[src/rtl/cal_timer_datapath.sv]
// Countdown-timer datapath: BCD hh:mm:ss counters with set/run ticks, lap-freezable HH:MM display.
// Optional alarm output is enabled by defining CAL_TIMER_ALARM_EN.
module cal_timer_datapath #(
  parameter int TICK_DIV    = 40_000_000,
  parameter int MAX_HR      = 23,
  parameter int ALARM_TICKS = 5
) (
  input  logic       clk,
  input  logic       reset_n,
  input  logic       countuphr_enable,
  input  logic       countupmin_enable,
  input  logic       countdown_enable,
  input  logic       freeze,
  output logic [3:0] hr_tens,
  output logic [3:0] hr_ones,
  output logic [3:0] min_tens,
  output logic [3:0] min_ones,
  output logic       zero,
  output logic       done,
  output logic       alarm
);

  localparam int         PW       = (TICK_DIV > 1) ? $clog2(TICK_DIV) : 1;
  localparam logic [PW-1:0] LAST  = PW'(TICK_DIV - 1);
  localparam logic [3:0] HR_MAX_T = 4'(MAX_HR / 10);
  localparam logic [3:0] HR_MAX_O = 4'(MAX_HR % 10);

  // {tens, ones} + 1 with wrap from {max_t, max_o} to 00
  function automatic logic [7:0] inc_bcd(input logic [7:0] v, input logic [3:0] max_t,
                                         input logic [3:0] max_o);
    if (v == {max_t, max_o})  return 8'h00;
    else if (v[3:0] == 4'd9)  return {v[7:4] + 4'd1, 4'd0};
    else                      return {v[7:4], v[3:0] + 4'd1};
  endfunction

  // {tens, ones} - 1 with 00 wrapping to {top_t, 9}
  function automatic logic [7:0] dec_bcd(input logic [7:0] v, input logic [3:0] top_t);
    if (v == 8'h00)           return {top_t, 4'd9};
    else if (v[3:0] == 4'd0)  return {v[7:4] - 4'd1, 4'd9};
    else                      return {v[7:4], v[3:0] - 4'd1};
  endfunction

  logic [7:0]    hr_q, min_q, sec_q;
  logic [7:0]    hr_n, min_n, sec_n;
  logic [7:0]    disp_hr_q, disp_min_q;
  logic [PW-1:0] presc_q;
  logic          done_q, done_n;
  logic          any_en, run, tick, live_zero;

  assign any_en    = countuphr_enable | countupmin_enable | countdown_enable;
  assign tick      = run && (presc_q == LAST);
  assign live_zero = ({hr_q, min_q, sec_q} == 24'h0);

  always_ff @(posedge clk or negedge reset_n) begin
    if (!reset_n)              presc_q <= '0;
    else if (!run)             presc_q <= '0;
    else if (presc_q == LAST)  presc_q <= '0;
    else                       presc_q <= presc_q + 1'b1;
  end

  always_comb begin
    hr_n   = hr_q;
    min_n  = min_q;
    sec_n  = sec_q;
    done_n = 1'b0;
    if (tick) begin
      if (countuphr_enable) begin
        hr_n  = inc_bcd(hr_q, HR_MAX_T, HR_MAX_O);
        sec_n = 8'h00;
      end else if (countupmin_enable) begin
        min_n = inc_bcd(min_q, 4'd5, 4'd9);
        sec_n = 8'h00;
      end else if (countdown_enable && !live_zero) begin
        sec_n = dec_bcd(sec_q, 4'd5);
        if (sec_q == 8'h00) begin
          min_n = dec_bcd(min_q, 4'd5);
          // hr is nonzero whenever min and sec are both 00 on a nonzero count
          if (min_q == 8'h00) hr_n = dec_bcd(hr_q, 4'd0);
        end
        done_n = ({hr_n, min_n, sec_n} == 24'h0);
      end
    end
  end

  always_ff @(posedge clk or negedge reset_n) begin
    if (!reset_n) begin
      hr_q   <= 8'h00;
      min_q  <= 8'h00;
      sec_q  <= 8'h00;
      done_q <= 1'b0;
    end else begin
      hr_q   <= hr_n;
      min_q  <= min_n;
      sec_q  <= sec_n;
      done_q <= done_n;
    end
  end

  always_ff @(posedge clk or negedge reset_n) begin
    if (!reset_n) begin
      disp_hr_q  <= 8'h00;
      disp_min_q <= 8'h00;
    end else if (!freeze) begin
      disp_hr_q  <= hr_q;
      disp_min_q <= min_q;
    end
  end

  assign {hr_tens, hr_ones}   = disp_hr_q;
  assign {min_tens, min_ones} = disp_min_q;
  assign zero                 = live_zero;
  assign done                 = done_q;

`ifdef CAL_TIMER_ALARM_EN
  localparam int AW = $clog2(ALARM_TICKS + 1);

  logic          alarm_q;
  logic [AW-1:0] alarm_cnt_q;
  logic          hr_en_q, min_en_q, set_rise;

  // prescaler keeps ticking while the alarm is sounding so its duration is measured in ticks
  assign run      = any_en | alarm_q;
  assign set_rise = (countuphr_enable & ~hr_en_q) | (countupmin_enable & ~min_en_q);

  always_ff @(posedge clk or negedge reset_n) begin
    if (!reset_n) begin
      alarm_q     <= 1'b0;
      alarm_cnt_q <= '0;
      hr_en_q     <= 1'b0;
      min_en_q    <= 1'b0;
    end else begin
      hr_en_q  <= countuphr_enable;
      min_en_q <= countupmin_enable;
      if (set_rise) begin
        alarm_q <= 1'b0;
      end else if (done_n) begin
        alarm_q     <= 1'b1;
        alarm_cnt_q <= '0;
      end else if (alarm_q && tick) begin
        if (alarm_cnt_q == AW'(ALARM_TICKS - 1)) alarm_q <= 1'b0;
        else                                     alarm_cnt_q <= alarm_cnt_q + 1'b1;
      end
    end
  end

  assign alarm = alarm_q;
`else
  assign run   = any_en;
  assign alarm = 1'b0;
`endif

endmodule

[config.mk]
export PLATFORM = sky130hd
export DESIGN_NAME = cal_timer_datapath
export DESIGN_NICKNAME = d
export VERILOG_FILES = /design/src/rtl/cal_timer_datapath.sv
export SDC_FILE = /design/constraint.sdc
export NUM_CORES = 1
export LEC_CHECK = 0
export CORE_MARGIN = 10
export CORE_UTILIZATION = 52
export CTS_CLUSTER_SIZE = 10
export DETAILED_ROUTE_END_ITERATION = 10
export PLACE_DENSITY = 0.82
export SLEW_MARGIN = 20
export SYNTH_ARGS = -nofsm -noshare
export SYNTH_HDL_FRONTEND = slang
export SYNTH_SLANG_ARGS = --single-unit
[constraint.sdc]
create_clock -name clk -period 4 [get_ports clk]
set_clock_uncertainty 0.1 [all_clocks]
set_input_delay 1.2 -clock clk [delete_from_list [all_inputs] [get_ports clk]]
set_output_delay 1.2 -clock clk [all_outputs]
set_load 0.02 [all_outputs]
==> out/results.ini <==
[run_status]
status = finished, final reports clean

[route]
routedWlPerCell_um = 15.82
dr_wl_met3_um = 643
drtIter0Drc = 251
drtAntennaViolNets = 0
drc = 0
met1Wirelength_um = 4099
avgViaCountPerCell = 6.088
top_layer_used = met4
wl_met2_um = 4573
vias = 3659
drt-total-wl_um = 9506
drtPass1Iterations = 5

[global_route]
grtUsageTotal = 0.1665
antenna_found_initial = 0
grt_pass1_vias = 3447
grt_max_degree = 27
gr-total-overflow = 0
grt_pass1_wl_um = 16310

[job]
max-cap-violations = 0

[finish]
mostFrequentLayoutCell = dfrtp_1
drive_gt1_frac = 0.08617
area_growth_syn_to_layout_pct = 13.85
final.fill_count = 664
fin_nets = 518
final_cell_mix = dfrtp_1 (67), nor2_1 (49), nand2_1 (45), o21ai_0 (45), a21oi_1 (26)
antenna_cells = 0

[logic_synthesis]
synth_flop_cell = dfrtp_1
yosysTopAreaCell = dfrtp_1
syn_area_per_cell_sq_um = 8.708
async_flop_share = 1.000
synth_edf_count = 0
synth_top_area_frac = 0.4079
syn_inst = 472
ys_warn_count = 0
synth_area_leaders = dfrtp_1 (41%), ha_1 (5.5%), o21ai_0 (5.5%)
yosysSeqAreaShare = 0.4079
syn_nets = 496
synth-seq-cells = 67
syn_area_sq_mm = 0.004110
synth.distinct_cells = 55

[timing]
finalSetupViolations = 0
fin_crit_ns = 3.803
relSlewSlack = 0.3848
finalHoldViolCount = 0
worstMarginPinSlew_ns = 0.9144
fmax_mhz = 263.0
setup_tns_ns = 0
hold_ws_ns = 0.3850
period_share = 0.9507
rsz0062_at_grt = false
slew_violations = 0

[worst_setup_path]
critPathMaxFanout = 10
cp_data_arrival_time_ns = 2.50
rr_endpoint = hr_q[1]
end_kind = output port
r2r_cells = 7
timing.rr.start = min_q[1]
crit_path_start_kind = flip-flop
rrSetupSlack_ns = 0.93
worst-setup-path-type = flip-flop to output port
cp_data_required_time_ns = 2.70
cp_slowest_stage_delay_ns = 0.63
crit_chain = inv_1 > ha_1 > nor3b_1 > buf_4 > nand2_1 > nor2_1 > clkdlybuf4s50_1
cpMaxStageDelayCell = clkdlybuf4s50_1

[placement]
hpwl_um = 6854
gp_congestion = 0.9387
io_buffers = 23

[floorplan]
die_h_um = 108.9
fp.coreArea_sq_mm = 0.007727
io_pins = 25
dieArea_sq_mm = 0.01186
rows = 32
fp.dieW_um = 108.9
initial_utilization = 0.5319

[pwr]
vdd_drop_max_mv = 0.2526
p_leak_nw = 2.065
p_per_area_mw_per_mm2 = 310.1

[cts]
h-tree-depth = 3
ctsHoldBuffers = 0
cts.clk_slew.worst_paths_ns = 0.07
clockBufferDepth = 2
cts-root-buf = clkbuf_8
cts_made_buffers = 9
clock_sinks = 67
cts_tree = done
worstSkewPairLatency_ns = 0.35

[worst_hold_path]
worstHoldEndpoint = disp_min_q[4]
hold_start = disp_min_q[4]
worstHoldPathCells = 2
min_path_type = flip-flop to flip-flop

==> critical path, delay by kind of cell (launching register included) <==
family                   cells  cell delay (ns)
buffers and inverters        3             0.99
flip-flops                   1             0.49
AND/OR/NAND/NOR              3             0.47
adder cells (fa/ha/maj)      1             0.21
==> through the flow <==
stage               power, mW  utilization  setup WS [ns]  cell area [sq um]  cells
floorplan              0.7919            -         0.6556               4110    472
global placement       0.8273       0.5759         0.5474               4451    585
detailed placement     0.8317       0.5759         0.4744               4451    585
CTS                     1.459       0.6043        0.09531               4669    601
global route            1.507       0.6056        0.05031               4679    601
finish                  1.451       0.6056         0.1973               4679    601
==> cell type report <==
type,count,area (sq um),share of cell area
repair buffers,33,300.3,0.06417
multi-input cells,364,2285,0.4882
clock buffers,12,145.1,0.03102
flip-flops and latches,67,1677,0.3583
inverters,19,71.32,0.01524
clock inverters,4,73.82,0.01578
well taps,102,127.6,0.02727
==> where the power goes <==
group          switching, mW  total (mW)  internal, mW
Combinational         0.0576      0.0949        0.0373
Clock                  0.264       0.633         0.369
Sequential            0.0236       0.723         0.700
==> metal layers <==
layer	GRT usage	up-vias
met5	0	-
met1	0.2111	1765
met3	0.03186	20
met4	0.06780	0
met2	0.2729	123
li1	-	1751
==> how the worst max path moves through the flow <==
| stage | from | end | slack [ns] | cells past startpoint |
|---|---|---|---|---|
| floorplan | min_q[4] | zero | 0.66 | 6 |
| global placement | min_q[0] | zero | 0.55 | 6 |
| detailed placement | min_q[1] | zero | 0.47 | 6 |
| CTS | min_q[1] | zero | 0.1 | 6 |
| global route | min_q[0] | zero | 0.05 | 6 |
| finish | hr_q[0] | zero | 0.20 | 7 |
==> repair_timing <==
item | CTS | global route
buffers inserted | 0 | 0
gates resized for setup | 0 | 2
setup endpoints to repair | 0 | 1
==> Yosys cell counts, types with 10 or more instances <==
library cell,number
a21oi_1,26
clkbuf_1,20
dfrtp_1,67
ha_1,18
inv_1,19
nand2_1,45
nand3_1,18
nand4_1,15
nor2_1,49
nor3_1,10
o21ai_0,45
or3_1,10
xor2_1,16
==> flip-flops by register name (all words and copies together) (netlist names) <==
signal / cells
sec_q: 8
hr_q: 8
presc_q: 26
disp_min_q: 8
disp_hr_q: 8
done: 1
min_q: 8
==> logic make-up after synthesis <==
group,share of synthesized area
buffers and inverters,0.03866
adder cells (fa/ha/maj),0.05480
other,0.0009124
AND/OR/NAND/NOR,0.2524
flip-flops,0.4079
multiplexers,0.03410
AO/OA/AOI/OAI,0.1644
XOR/XNOR,0.04688
No activity file was read; power rests on OpenSTA's default activity.
==> RTL edit: new RTL, same settings <==
Put a register stage on the output `hr_tens`, cleared by the reset. The value now appears one clock later. The other outputs are not delayed to match.
--- a/src/rtl/cal_timer_datapath.sv
+++ b/src/rtl/cal_timer_datapath.sv
@@ -25,4 +25,6 @@
   localparam logic [3:0] HR_MAX_T = 4'(MAX_HR / 10);
   localparam logic [3:0] HR_MAX_O = 4'(MAX_HR % 10);
+
+  logic [3:0] hr_tens_d;
 
   // {tens, ones} + 1 with wrap from {max_t, max_o} to 00
@@ -107,5 +109,5 @@
   end
 
-  assign {hr_tens, hr_ones}   = disp_hr_q;
+  assign {hr_tens_d, hr_ones}   = disp_hr_q;
   assign {min_tens, min_ones} = disp_min_q;
   assign zero                 = live_zero;
@@ -150,4 +152,12 @@
 `endif
 
+  always_ff @(posedge clk or negedge reset_n) begin
+    if (!reset_n) begin
+      hr_tens <= '0;
+    end else begin
+      hr_tens <= hr_tens_d;
+    end
+  end
+
 endmodule
 
Function: no difference found for any inputs over 10 cycles, from zero or initial values and one cycle with reset_n low; that may be too few to reach the edited logic, so the function may still have changed.
==> RTL edit against the original RTL <==
Synthesized area increased by 13%; wire length increased by 20%; power increased by 20%; cell count increased by 4.3%; sequential power increased by 9.1%; sequential cell count increased by 4; cell area increased by 9.2%; maximum frequency increased by 1.2%; sequential share of layout area decreased by 1.1 points; worst setup slack improved by 0.044 ns.
==> RTL edit: results (changes against the original RTL) <==
[cells_and_area]
drive_gt1_frac = 0.110  ; was 0.0862
nFillCells = 734  ; was 664
max_flop_register = presc_q  ; unchanged
diodes = 0  ; unchanged
largest_reg_flops = 26  ; unchanged
fin_nets = 538  ; was 518

[route]
vias = 4048  ; was 3659
drt-initial-drc-count = 387  ; was 251
wl_per_cell_um = 18.2  ; was 15.8 um
wirelength_mm = 11.4  ; was 9.51 mm

[synth]
synthAdderAreaFrac = 0.0485  ; was 0.0548
synth-compound-area-share = 0.172  ; was 0.164
yosysWarnings = 0  ; unchanged
yosys_most_used_dff = dfrtp_1  ; unchanged
synthTopCellsByArea = dfrtp_1 (38%), ha_1 (4.9%), nor2_1 (4.0%)  ; was dfrtp_1 (41%), ha_1 (5.5%), o21ai_0 (5.5%)
synth_mux_area_frac = 0.0194  ; was 0.0341
synth_common_cells = dfrtp_1 (71), nor2_1 (49), nand2_1 (35)  ; was dfrtp_1 (67), nor2_1 (49), nand2_1 (45), o21ai_0 (45), a21oi_1 (26)
yosysUniqueCellTypes = 78  ; was 55
postSynthCellCount = 504  ; was 472
synth_fp_nets = 528  ; was 496
synth_xor_xnor_area_share = 0.0472  ; was 0.0469
async_flop_share = 1.00  ; unchanged
ys_seq_area_frac = 0.383  ; was 0.408

[global_route]
grt_max_degree = 44  ; was 27
grt_pass1_wl_mm = 19.3  ; was 16.3 mm
grt_antenna_before_repair = 0  ; unchanged
track_usage = 0.179  ; was 0.167
grt_pass1_vias = 3932  ; was 3447

[run_status]
status = finished clean  ; unchanged

[pwr]
ir_drop_uv = 275  ; was 253 uV
switching_share = 0.244  ; was 0.238
p_leak_nw = 2.10  ; was 2.06 nW

[clock_tree]
cts.clk_slew.worst_paths_ns = 0.08
clockRootBuffer = clkbuf_8  ; unchanged
holdBufCountCts = 0  ; unchanged
insertion_delay_ns = 0.36
clockBufferDepth = 2  ; unchanged
cts_buffers = 9  ; unchanged
post_cts_buffers = 0  ; unchanged

[placement]
portBuffers = 23  ; unchanged
place_congestion = 0.982  ; was 0.939
hpwl_mm = 8.30  ; was 6.85 mm
dp.cells = 611  ; was 585

[worst_setup_path]
rr_startpoint = min_q[0]$_DFFE_PN0P_  ; was min_q[1]$_DFFE_PN0P_
crit_fanout = 7  ; was 10
cp.arrival_ns = 2.46  ; was 2.50 ns

[min_path]
hold_class = register to register  ; unchanged
hold_start = disp_hr_q[7]$_DFFE_PN0N_  ; was disp_min_q[4]$_DFFE_PN0N_

[timing]
tightest_slew_ns = 1.05  ; was 0.914 ns

==> RTL edit: cell types whose count changed after synthesis, moves of 6 or more <==
cell,delta
a31oi_1,+6
nand3_1,+8
o21ai_0,-22
a21oi_1,-13
nand2_1,-10
nor3_1,+9
buf_6,+7
==> RTL edit: final cells by class <==
cell class                 count  area share
clock buffer                  11      0.0277
clock inverter                 5      0.0252
inverter                      20      0.0147
multi-input combinational    378       0.498
sequential                    71       0.348
tap                          108      0.0264
timing repair buffer          34      0.0600
==> RTL edit: final timing paths <==
path,to,slack [ns],cells after the start
setup / recovery,zero,0.24,5
hold / removal,hr_tens[3]$_DFF_PN0_,0.28,0
setup reg to reg,done$_DFF_PN0_,0.99,7
hold reg to reg,hr_tens[3]$_DFF_PN0_,0.28,0
max in group asynchronous,hr_q[7]$_DFFE_PN0P_,2.61,2
min in group asynchronous,disp_hr_q[2]$_DFFE_PN0N_,0.75,2
==> RTL edit: power groups by stage <==
stage               registers, W  logic, W  clock network, W
finish                  0.000789  0.000188          0.000767
floorplan               0.000799  0.000123                 0
global placement        0.000800  0.000183                 0
detailed placement      0.000803  0.000188                 0
global route            0.000796  0.000208          0.000813
CTS                     0.000789  0.000188          0.000784
==> RTL edit: critical path, stage by stage, from the launching register on <==
cell           delay [ns]
dfrtp_1              0.46
inv_1                0.18
ha_1                 0.25
or3b_2               0.59
nor3_1               0.25
dlygate4sd2_1        0.38
==> RTL edit: repair_timing <==
action                                  4_1_cts  5_1_grt
gates resized for setup                       1        0
hold endpoints to repair                      0        0
endpoints found under the setup margin        1        0
==> RTL edit: per-stage QoR <==
| step | cell area (um2) | util | setup WS [ns] | hold slack [ns] |
|---|---|---|---|---|
| global route | 5110 | 0.586 | 0.117 | 0.294 |
| detailed placement | 4840 | 0.555 | 0.347 | 0.258 |
| finish | 5110 | 0.586 | 0.241 | 0.276 |
| floorplan | 4640 | - | 0.693 | 0.249 |
| global placement | 4840 | 0.555 | 0.394 | 0.258 |
| CTS | 5110 | 0.586 | 0.229 | 0.276 |
==> RTL edit: kinds of logic after synthesis <==
group,Yosys count
XOR/XNOR,25
other,1
multiplexers,8
AND/OR/NAND/NOR,213
AO/OA/AOI/OAI,113
buffers and inverters,55
adder cells (fa/ha/maj),18
flip-flops,71
==> RTL edit: metal layers <==
metal | vias up | part of all wire | track usage
met2 | 193 | 0.48 | 0.283
met5 | - | 0 | 0
met1 | 1927 | 0.42 | 0.227
met4 | 0 | 0.023 | 0.0727
li1 | 1891 | - | -
met3 | 37 | 0.084 | 0.0451
